--- src/rtl/pn15_err_window.sv ---
// -----------------------------------------------------------------------------
// pn15_err_window
// Sliding (non-overlapping) error window for the PN15 checker. Counts accepted
// bits and mismatches while the checker is locked; raises drop_lock in the same
// cycle as the accepted bit that brings the window error count to ERR_THR.
//
// Ports:
//   clk        in   clock
//   rst_n      in   asynchronous active-low reset
//   clear      in   zero the window (used on entry to LOCKED)
//   step       in   an accepted bit is being checked this cycle
//   err        in   that bit mismatched the reference (qualified by step)
//   drop_lock  out  combinational strobe: error threshold reached on this bit
// -----------------------------------------------------------------------------
module pn15_err_window #(
  parameter int ERR_WIN = 64,
  parameter int ERR_THR = 8
) (
  input  logic clk,
  input  logic rst_n,
  input  logic clear,
  input  logic step,
  input  logic err,
  output logic drop_lock
);

  localparam int WIN_W = $clog2(ERR_WIN + 1);
  localparam int ERR_W = $clog2(ERR_THR + 1);

  localparam logic [WIN_W-1:0] WIN_LAST = WIN_W'(ERR_WIN - 1);
  localparam logic [ERR_W-1:0] THR_LAST = ERR_W'(ERR_THR - 1);

  logic [WIN_W-1:0] win_cnt_reg, win_cnt_next;
  logic [ERR_W-1:0] win_err_reg, win_err_next;
  logic             win_end;

  // The error counter never exceeds ERR_THR-1 while locked (reaching the
  // threshold drops lock and zeroes it), so an equality compare is enough.
  assign drop_lock = step && err && (win_err_reg == THR_LAST);
  assign win_end   = step && (win_cnt_reg == WIN_LAST);

  always_comb begin
    win_cnt_next = win_cnt_reg;
    win_err_next = win_err_reg;
    // drop_lock wins over win_end: both zero the window, and the top level
    // acts on drop_lock only.
    if (clear || drop_lock || win_end) begin
      win_cnt_next = '0;
      win_err_next = '0;
    end else if (step) begin
      win_cnt_next = win_cnt_reg + WIN_W'(1);
      win_err_next = win_err_reg + ERR_W'(err);
    end
  end

  always_ff @(posedge clk or negedge rst_n) begin
    if (!rst_n) begin
      win_cnt_reg <= '0;
      win_err_reg <= '0;
    end else begin
      win_cnt_reg <= win_cnt_next;
      win_err_reg <= win_err_next;
    end
  end

endmodule

--- config.mk ---
export PLATFORM = sky130hd
export DESIGN_NAME = pn15_err_window
export DESIGN_NICKNAME = d
export VERILOG_FILES = /design/src/rtl/pn15_err_window.sv
export SDC_FILE = /design/constraint.sdc
export NUM_CORES = 1
export LEC_CHECK = 0
export BUFFER_PORTS_ARGS = -buffer_cell sky130_fd_sc_hd__buf_2
export CAP_MARGIN = 20
export CORE_AREA = 10 10 47 49
export DETAILED_ROUTE_END_ITERATION = 6
export DIE_AREA = 0 0 57 59
export GPL_ROUTABILITY_DRIVEN = 1
export PLACE_DENSITY = 0.73
export SLEW_MARGIN = 20
export SYNTH_ARGS = -nofsm -noshare
export SYNTH_HDL_FRONTEND = slang
export SYNTH_SLANG_ARGS = --single-unit
--- constraint.sdc ---
create_clock -name clk -period 1.7 [get_ports clk]
set_clock_uncertainty 0.05 [all_clocks]
set_input_delay 0.255 -clock clk [delete_from_list [all_inputs] [get_ports clk]]
set_output_delay 0.255 -clock clk [all_outputs]
set_load 0.02 [all_outputs]
* Word-level counts from Yosys, hierarchy flattened
Cells that the tools add are included.
Word-level totals: flip-flop bits (word level) 11, output and inout bits 1, word-level logic and storage cells 16, input bits 5
Operators by class: add/subtract/negate cells 2, reductions and logical operators 6, equality and inequality tests 2, multiplexer cells 4
Operator list (number):
- two-way mux 7 bit | 2
- two-way mux 4 bit | 2
- adder 7 x 1 -> 7 bit, second input constant | 1
- equality test 7 x 6 -> 1 bit, second input constant | 1
- adder 4 x 1 -> 4 bit | 1
- equality test 4 x 3 -> 1 bit, second input constant | 1
- logical AND 1 bit | 3
- logical OR 1 bit | 2
- nonzero test 2 bit | 1

* Logic depth before layout (Yosys ltp)
Gate-level depths: netlist of the first run.
depth after elaboration 5, gate-level depth with buffers 6, depth with buffers taken out 5

* Worst setup path before layout of the first run
No wires, ideal clock.
path kind register to register, start register win_cnt_reg[0], end register win_cnt_reg[1], arrival 1.385 ns, path slack 0.144 ns, required time 1.529 ns, buffers on the path 1, library setup time 0.121 ns, stages on the path, launching flop included 7, clock period less this slack 1.556 ns, cell sequence dfrtp_1 ha_1 nand2_1 or3_1 buf_6 and3_4 a22o_1
Between the ends: word-level cells in the longest chain between the ends 4, elaborated cells between the ends (all ways) 7, classes of those cells add/sub: 1; eq/ne: 1; mux: 2; reduce/logical: 3
RTL lines:
- start, declared | RTL line 33 | logic [WIN_W-1:0] win_cnt_reg, win_cnt_next;
- start signal, assigned | RTL line 61 | win_cnt_reg <= win_cnt_next;
- branches (longest 4 deep; another with adder 7 x 1 -> 7 bit)
Parallel ways; which one is timed is not known. The select of a mux whose other input is x is not followed. A chain may end at the register's enable or synchronous reset.

* Worst setup path after layout of the first run
start register win_err_reg[3], end output port drop_lock
Between the ends: word-level cells in the longest chain between the ends 2
RTL lines:
- start, declared | RTL line 34 | logic [ERR_W-1:0] win_err_reg, win_err_next;
- start signal, assigned | RTL line 62 | win_err_reg <= win_err_next;
- equality test 4 x 3 -> 1 bit | RTL line 39 | assign drop_lock = step && err && (win_err_reg == THR_LAST);
- logical AND 1 bit | RTL line 39
- end, declared | RTL line 24 | output logic drop_lock
No other way between the ends.

==> reports/metrics.csv, run 1 <==
metric,value,unit
gp_congestion,0.877,
slew_viol_final,0,
layout.nets,78,
syn-num-nets,66,
cts_buffers,3,
grt_use_met1,0.105,
crit_end,drop_lock,
clockBufferDepth,2,
wl_per_cell,15.4,µm
r2r-start,win_cnt_reg[0]$_DFFE_PN0P_,
synth-edff-count,0,
synth_area,607,µm²
rsz0062_at_grt,false,
ys_warn_count,0,
overflow,0,
yosysUniqueCellTypes,24,
viasPerCell,5.88,
synthMuxAreaShare,0.0165,
max-slew-margin-rel,0.795,
async_flop_share,1.00,
worstPathRequired,1.39,ns
setup_violations,0,
cp_cell_sequence,and4b_2 > and3_4 > buf_4,
dr.pass1.iters,4,
tns,0,ns
fp-row-count,14,
critPathSlowestCell,dfrtp_1,
largest_reg_flops,7,
first_global_vias,521,
final_cell_mix,"11 x dfrtp_1, 7 x nand2_1, 5 x nand3_1",
die_h,59,µm
yosys.area_share.simple,0.235,
cts_tree,built,
max_stage_delay,0.39,ns
total_power,0.510,mW
antenna_left,0,
clock.fmax,613,MHz
drcViolationCount,0,
hold_viol,0,
initial_utilization,0.433,
power.density,719,nW/µm²
clock-sinks,11,
r2r_end,win_cnt_reg[1]$_DFFE_PN0P_,
ios,6,
synth_ff_type,dfrtp_1,
finalCriticalPeriod,1.63,ns
synth_adder_area_share,0.0619,
placed_area,659,µm²
critical_path.endpoint_type,primary output,
die_w,57,µm
die_area,3360,µm²
cp_max_fo,3,
drt-initial-drc-count,18,
yosysSeqAreaShare,0.454,
synth_area_leaders,"dfrtp_1 45%, ha_1 6.2%, nand2_1 4.3%, a22o_1 4.3%, nand3_1 4.1%",
cts_root_buffer,clkbuf_4,
vias,500,
r2r_cells,5,
routed_wl,1310,µm
worst-setup-path-type,flip-flop to primary output,
synth_top_family_by_area,simple AND/OR/NAND/NOR gates,
utilization,0.506,
grt_pass1_wl,2330,µm
avgSynthCellArea,10.5,µm²
arrival,1.33,ns
final_area,709,µm²
area_growth,16.9,%
synthXorXnorAreaFrac,0.0289,
p_leak,0.323,nW
cp-start-kind,flip-flop,
drv_cap,0,
cts.clk_slew.worst_paths,0.07,ns
syn_inst,58,
use_met2,0.126,
portBuffers,5,
gr-usage-met3,0.0300,
synth_top_area_frac,0.454,
grt.total_usage,0.0842,
synth_compound_area_frac,0.167,
clkLatencyLatePin,0.27,ns
status,"finished, final reports clean",
hpwlAfterDp,990,µm
cp-startpoint,win_err_reg[3]$_DFFE_PN0P_,
hold_path_class,input pin to flip-flop,
final_common_cell,dfrtp_1,
grt_max_degree,12,
num_antenna_cells,0,
worst_slew_pin_slew,0.308,ns
ys_seq_elements,11,
core_area,1400,µm²
reg2reg_slack,0.09,ns
fin_crit_sh,0.959,
antenna_found_initial,0,
cts-htree-levels,1,
grt-busiest-layer,met2,
yosys.area.top_type,dfrtp_1,
peakVddDrop,297,µV
drive_gt1_frac,0.232,
## repair_timing
| item | CTS | global route |
|---|---|---|
| hold buffers | 1 | 0 |
| buffers inserted | 0 | 0 |
| endpoints found under the hold margin | 11 | 0 |
| setup endpoints to repair | 0 | 7 |
| gates resized for setup | 0 | 4 |
## area by class of cell
class | count | area, µm²
Clock buffer | 4 | 26.3
Fill cell | 138 | 692
Inverter | 2 | 7.51
Multi-Input combinational cell | 43 | 320
Sequential cell | 11 | 275
Tap cell | 16 | 20.0
Timing Repair Buffer | 9 | 60.1
## through the flow
step           hold slack [ns]  std cells  setup slack (ns)
2_1_floorplan          -0.0906         58             0.144
3_3_place_gp            0.0864         80             0.125
3_5_place_dp            0.0894         80            0.0582
4_1_cts                  0.163         85            0.0287
5_1_grt                  0.163         85            0.0163
6_report                 0.151         85            0.0690
## metal layers
metal / part of all wire / wire [µm]
met5: 0 / 0
met4: 0.023 / 30
met3: 0.080 / 105
met2: 0.44 / 578
met1: 0.45 / 591
## where the power goes
group	switching, mW	internal [mW]
clock network	0.0930	0.0911
registers	0.00651	0.268
logic	0.0298	0.0214
total	0.129	0.381
## how the worst min path moves through the flow
stage | startpoint | endpoint | slack, ns | depth (start not counted)
after floorplan | rst_n | win_cnt_reg[0]$_DFFE_PN0P_ | -0.09 | 0
after global placement | rst_n | win_err_reg[2]$_DFFE_PN0P_ | 0.09 | 1
after detailed placement | rst_n | win_err_reg[2]$_DFFE_PN0P_ | 0.09 | 1
after CTS | clear | win_cnt_reg[2]$_DFFE_PN0P_ | 0.16 | 2
after global routing | clear | win_cnt_reg[2]$_DFFE_PN0P_ | 0.16 | 2
final | clear | win_cnt_reg[2]$_DFFE_PN0P_ | 0.15 | 2
## synthesized netlist by cell type (all sizes together) (3+ instances only)
cell / instances
nand3: 5
a22o: 3
dfrtp: 11
nand2: 7
ha: 3
nor2: 3
nand4: 3
## worst max-delay path, delay by kind of cell, from the launching register on
kind,cells,cell delay [ns]
buffers and inverters,1,0.13
AND/OR/NAND/NOR,2,0.52
flip-flops,1,0.39
## kinds of logic (layout without fill, tap and decap cells)
group | Yosys count | after routing
compound gates | 11 | 11
simple gates | 26 | 26
flops | 11 | 11
fa+ha+maj | 3 | 3
buf+inv | 4 | 15
mux | 1 | 1
xor+xnor | 2 | 2
Power figures use the tool's default switching activity.
==> inputs of run 2 (changes only) <==
--- a/config.mk
+++ b/config.mk
@@ -11,7 +11,9 @@
 export DETAILED_ROUTE_END_ITERATION = 6
 export DIE_AREA = 0 0 57 59
 export GPL_ROUTABILITY_DRIVEN = 1
+export GPL_TIMING_DRIVEN = 0
 export PLACE_DENSITY = 0.73
+export SETUP_SLACK_MARGIN = 0.05
 export SLEW_MARGIN = 20
 export SYNTH_ARGS = -nofsm -noshare
 export SYNTH_HDL_FRONTEND = slang
==> run 2 against run 1 <==
Worst setup slack lost 0.020 ns. Largest power group unchanged. Largest cell class unchanged. Critical endpoint is now win_cnt_reg[1]$_DFFE_PN0P_. Sequential cell count is the same. Sequential share of layout area shrank 1.3 points.
==> reports/metrics.csv, run 2 (synthesized netlist as in run 1, its figures left out) <==
metric,value,unit
setup_violations,0,
internal_power,0.380,mW
clkPwrFrac,0.357,
status,"finished, final reports clean",
final_area,733,µm²
num_antenna_cells,0,
wl_per_cell,15.2,µm
finalCriticalPeriod,1.65,ns
antenna_found_initial,0,
grt_pass1_wl,2280,µm
overflow,0,
r2r_cells,6,
die_h,59,µm
cts_buffers,3,
cp_max_fo,6,
cts_tree,built,
hold_depth,2,
hold_viol,0,
drive_gt1_frac,0.268,
vias,517,
ios,6,
p_leak,0.330,nW
hpwlAfterDp,907,µm
gp_congestion,0.717,
layout.nets,80,
drv_cap,0,
placed_area,652,µm²
fin_crit_sh,0.971,
fp-row-count,14,
area_growth,20.8,%
viasPerCell,5.94,
core_area,1400,µm²
final_common_cell,dfrtp_1,
whs,0.160,ns
drcViolationCount,0,
final_cell_mix,"11 x dfrtp_1, 6 x nand2_1, 5 x nand3_1",
initial_utilization,0.433,
pwr-share-comb,0.100,
hold_path_class,input pin to flip-flop,
grt_max_degree,12,
first_global_vias,510,
clkLatencyLatePin,0.27,ns
worst-setup-path-type,flip-flop to flip-flop,
clockBufferDepth,2,
cp-start-kind,flip-flop,
clock.fmax,606,MHz
rsz0062_at_grt,true,
portBuffers,5,
die_w,57,µm
cts-htree-levels,1,
grt.total_usage,0.0837,
whs_endpoint,win_cnt_reg[2]$_DFFE_PN0P_,
cts_root_buffer,clkbuf_4,
routed_wl,1330,µm
worst_slew_pin_slew,0.655,ns
dr.pass1.iters,4,
switching_share,0.251,
r2r_end,win_cnt_reg[1]$_DFFE_PN0P_,
worstPathRequired,1.81,ns
drt-initial-drc-count,7,
die_area,3360,µm²
largest_reg_flops,7,
reg2reg_slack,0.05,ns
max-slew-margin-rel,0.562,
p_seq_frac,0.543,
r2r-start,win_cnt_reg[0]$_DFFE_PN0P_,
pre_cts_ws,-0.000861,ns
power_switching,0.127,mW
power.density,692,nW/µm²
peakVddDrop,584,µV
critical_path.endpoint_type,flip-flop,
clock-sinks,11,
antenna_left,0,
slew_viol_final,0,
arrival,1.76,ns
worstHoldStart,clear,
cts.clk_slew.worst_paths,0.07,ns
worst_slack,0.0487,ns
-- run 2: cell count changes in the layout (fill, tap and decap cells not counted), sizes merged --
cell    before  now
buf          8    9
clkbuf       4    5
-- run 2: worst max-delay path, cell delays in order, from the launching register on --
cell     delay, ns
dfrtp_1       0.40
ha_2          0.20
nand2_2       0.06
or3_4         0.33
buf_6         0.14
and3_4        0.19
a22o_1        0.18
-- run 2: final cells by class --
cell class              count  area (µm²)
plain buffers               2        15.0
flip-flops and latches     11         275
clock buffers               4        26.3
multi-input cells          43         325
well taps                  16        20.0
repair buffers              9        63.8
fillers                   127         668
inverters                   2        7.51
-- run 2: per-layer routing --
layer	global-route usage	part of all wire
met5	0	0
met3	0.0579	0.075
met4	0.0235	0.011
met2	0.122	0.45
met1	0.0962	0.46
-- run 2: timing repair --
action                                  4_1_cts  5_1_grt
hold endpoints to repair                     11        0
setup buffers                                 1        2
pin swaps                                     1        1
hold buffers                                  1        0
endpoints found under the setup margin        3        6
resized for setup                             1        6
-- run 2: worst max-delay path by stage --
stage,end,start
after floorplan,win_cnt_reg[1]$_DFFE_PN0P_,win_cnt_reg[0]$_DFFE_PN0P_
after global placement,win_cnt_reg[3]$_DFFE_PN0P_,step
after detailed placement,win_cnt_reg[3]$_DFFE_PN0P_,step
after CTS,win_cnt_reg[1]$_DFFE_PN0P_,win_cnt_reg[0]$_DFFE_PN0P_
after global routing,win_cnt_reg[1]$_DFFE_PN0P_,win_cnt_reg[0]$_DFFE_PN0P_
final,win_cnt_reg[1]$_DFFE_PN0P_,win_cnt_reg[0]$_DFFE_PN0P_
-- run 2: power groups by stage --
stage | registers, mW | logic [mW] | clock network, mW
after floorplan | 0.278 | 0.0269 | 0
after global placement | 0.279 | 0.0445 | 0
after detailed placement | 0.280 | 0.0468 | 0
after CTS | 0.275 | 0.0497 | 0.189
after global routing | 0.276 | 0.0577 | 0.205
final | 0.275 | 0.0507 | 0.181
-- run 2: metrics by stage --
stage	std cells	TNS (ns)	util	total power, mW
floorplan	58	0	-	0.305
global placement	79	0	0.465	0.324
detailed placement	79	-0.000861	0.465	0.326
CTS	85	0	0.498	0.514
global route	87	-0.0435	0.523	0.539
finish	87	0	0.523	0.507
==> inputs of run 3 (changes only) <==
--- a/config.mk
+++ b/config.mk
@@ -8,6 +8,7 @@
 export BUFFER_PORTS_ARGS = -buffer_cell sky130_fd_sc_hd__buf_2
 export CAP_MARGIN = 20
 export CORE_AREA = 10 10 47 49
+export CTS_BUF_LIST = sky130_fd_sc_hd__clkbuf_4 sky130_fd_sc_hd__clkbuf_8
 export DETAILED_ROUTE_END_ITERATION = 6
 export DIE_AREA = 0 0 57 59
 export GPL_ROUTABILITY_DRIVEN = 1
@@ -18,3 +19,4 @@
 export SYNTH_ARGS = -nofsm -noshare
 export SYNTH_HDL_FRONTEND = slang
 export SYNTH_SLANG_ARGS = --single-unit
+export TNS_END_PERCENT = 20
==> run 3 against run 2 <==
Final cell count is 1.1% lower. Power is 3.6% higher. Routed wire length is 0.30% higher. Die area stayed put. Sequential share of layout area is 0.19 points higher. Count of clock-buffer cells in the layout stayed put. Clock power is 9.9% higher. Maximum frequency is 0.26% lower. Global-route usage stayed put. Final area is 0.51% lower. Critical path depth stayed put. Worst hold slack worse by 0.0025 ns.
==> reports/metrics.csv, run 3 (synthesized netlist as in run 1, its figures left out) <==
metric,value,unit
final_cell_mix,"11 x dfrtp_1, 6 x nand2_1, 5 x nand3_1",
fin_crit_sh,0.974,
layout.nets,79,
ios,6,
power.density,720,nW/µm²
die_h,59,µm
fillCellCount,125,
cts_root_buffer,clkbuf_4,
drt-initial-drc-count,11,
portBuffers,5,
seq_area,275,µm²
drive_gt1_frac,0.271,
hpwlAfterDp,907,µm
cp-start-kind,flip-flop,
critPathSlowestCell,dfrtp_1,
utilization,0.521,
worst_slew_pin_slew,0.656,ns
dr.pass1.iters,4,
cts-htree-levels,1,
slew_viol_final,0,
p_leak,0.329,nW
whs,0.157,ns
peakVddDrop,591,µV
antenna_found_initial,0,
area_growth,20.2,%
cts.clk_slew.worst_paths,0.07,ns
die_w,57,µm
cp_cell_sequence,ha_2 > nand2_2 > or3_4 > buf_6 > and3_4 > a22o_1,
fp-row-count,14,
setup_violations,0,
routed_wl,1330,µm
critical_path.endpoint_type,flip-flop,
max_stage_delay,0.40,ns
grt_pass1_wl,2280,µm
viasPerCell,5.95,
final_common_cell,dfrtp_1,
hold_path_class,input pin to flip-flop,
grt_max_degree,12,
gp_congestion,0.717,
core_area,1400,µm²
antenna_left,0,
first_global_vias,510,
drv_cap,0,
initial_utilization,0.433,
grt.total_usage,0.0837,
worstPathRequired,1.81,ns
vias,512,
multi_input_area,325,µm²
arrival,1.77,ns
overflow,0,
worst-setup-path-type,flip-flop to flip-flop,
max-slew-margin-rel,0.561,
clkLatencyLatePin,0.27,ns
num_antenna_cells,0,
wl_per_cell,15.5,µm
cts_buffers,3,
clockBufferDepth,2,
rsz0062_at_grt,true,
drcViolationCount,0,
cts_tree,built,
finalCriticalPeriod,1.66,ns
status,"finished, final reports clean",
cp_max_fo,7,
reg2reg_slack,0.04,ns
die_area,3360,µm²
largest_reg_flops,7,
clock-sinks,11,
hold_viol,0,
clock.fmax,604,MHz
## run 3: cell count changes in the layout (fill, tap and decap cells not counted), sizes merged
cell | before | now
buf | 9 | 8
## run 3: final timing paths
kind                                            start                         end  cells past startpoint
min reg2reg                win_cnt_reg[6]$_DFFE_PN0P_  win_cnt_reg[6]$_DFFE_PN0P_                      1
min                                             clear  win_cnt_reg[2]$_DFFE_PN0P_                      2
max                        win_cnt_reg[0]$_DFFE_PN0P_  win_cnt_reg[1]$_DFFE_PN0P_                      6
min in group asynchronous                       rst_n  win_cnt_reg[5]$_DFFE_PN0P_                      2
max in group asynchronous                       rst_n  win_cnt_reg[1]$_DFFE_PN0P_                      2
max reg2reg                win_cnt_reg[0]$_DFFE_PN0P_  win_cnt_reg[1]$_DFFE_PN0P_                      6
## run 3: cell type report
cell class | instances | area share
plain buffers | 2 | 0.0206
clock buffers | 4 | 0.0412
inverters | 2 | 0.0103
multi-input cells | 43 | 0.446
flip-flops and latches | 11 | 0.377
well taps | 16 | 0.0274
repair buffers | 8 | 0.0772
## run 3: metrics by stage
stage          std cells  setup TNS, ns  instance area, µm²  power, mW  setup WS, ns
2_1_floorplan         58              0                 607      0.305         0.144
3_3_place_gp          79              0                 652      0.324        0.0445
3_5_place_dp          79      -0.000861                 652      0.326     -0.000861
4_1_cts               85              0                 702      0.530        0.0513
5_1_grt               86        -0.0620                 729      0.555       -0.0244
6_report              86              0                 729      0.525        0.0445
## run 3: critical path: cells and delay by family, from the launching register on
kind	cells	cell delay, ns
buffers and inverters	1	0.14
adder cells (fa/ha/maj)	1	0.20
flip-flops	1	0.40
AND/OR/NAND/NOR	3	0.58
AO/OA/AOI/OAI	1	0.18
## run 3: timing repair
| item | 4_1_cts | 5_1_grt |
|---|---|---|
| pin swaps | 1 | 1 |
| setup buffers | 1 | 1 |
| hold endpoints to repair | 11 | 0 |
| endpoints found under the setup margin | 3 | 6 |
| hold buffers | 1 | 0 |
| gates resized for setup | 1 | 6 |
## run 3: per-layer routing
layer / track usage / part of all wire / vias to the layer above
met5: 0 / 0 / -
met4: 0.0235 / 0.011 / 0
met3: 0.0579 / 0.077 / 2
met2: 0.122 / 0.45 / 13
met1: 0.0962 / 0.47 / 250
li1: - / - / 247
## run 3: where the power goes
part / internal, mW / switching, mW / leakage [nW]
registers: 0.268 / 0.00681 / 0.151
clock network: 0.107 / 0.0926 / 0.0184
logic: 0.0205 / 0.0301 / 0.159
total: 0.396 / 0.129 / 0.329
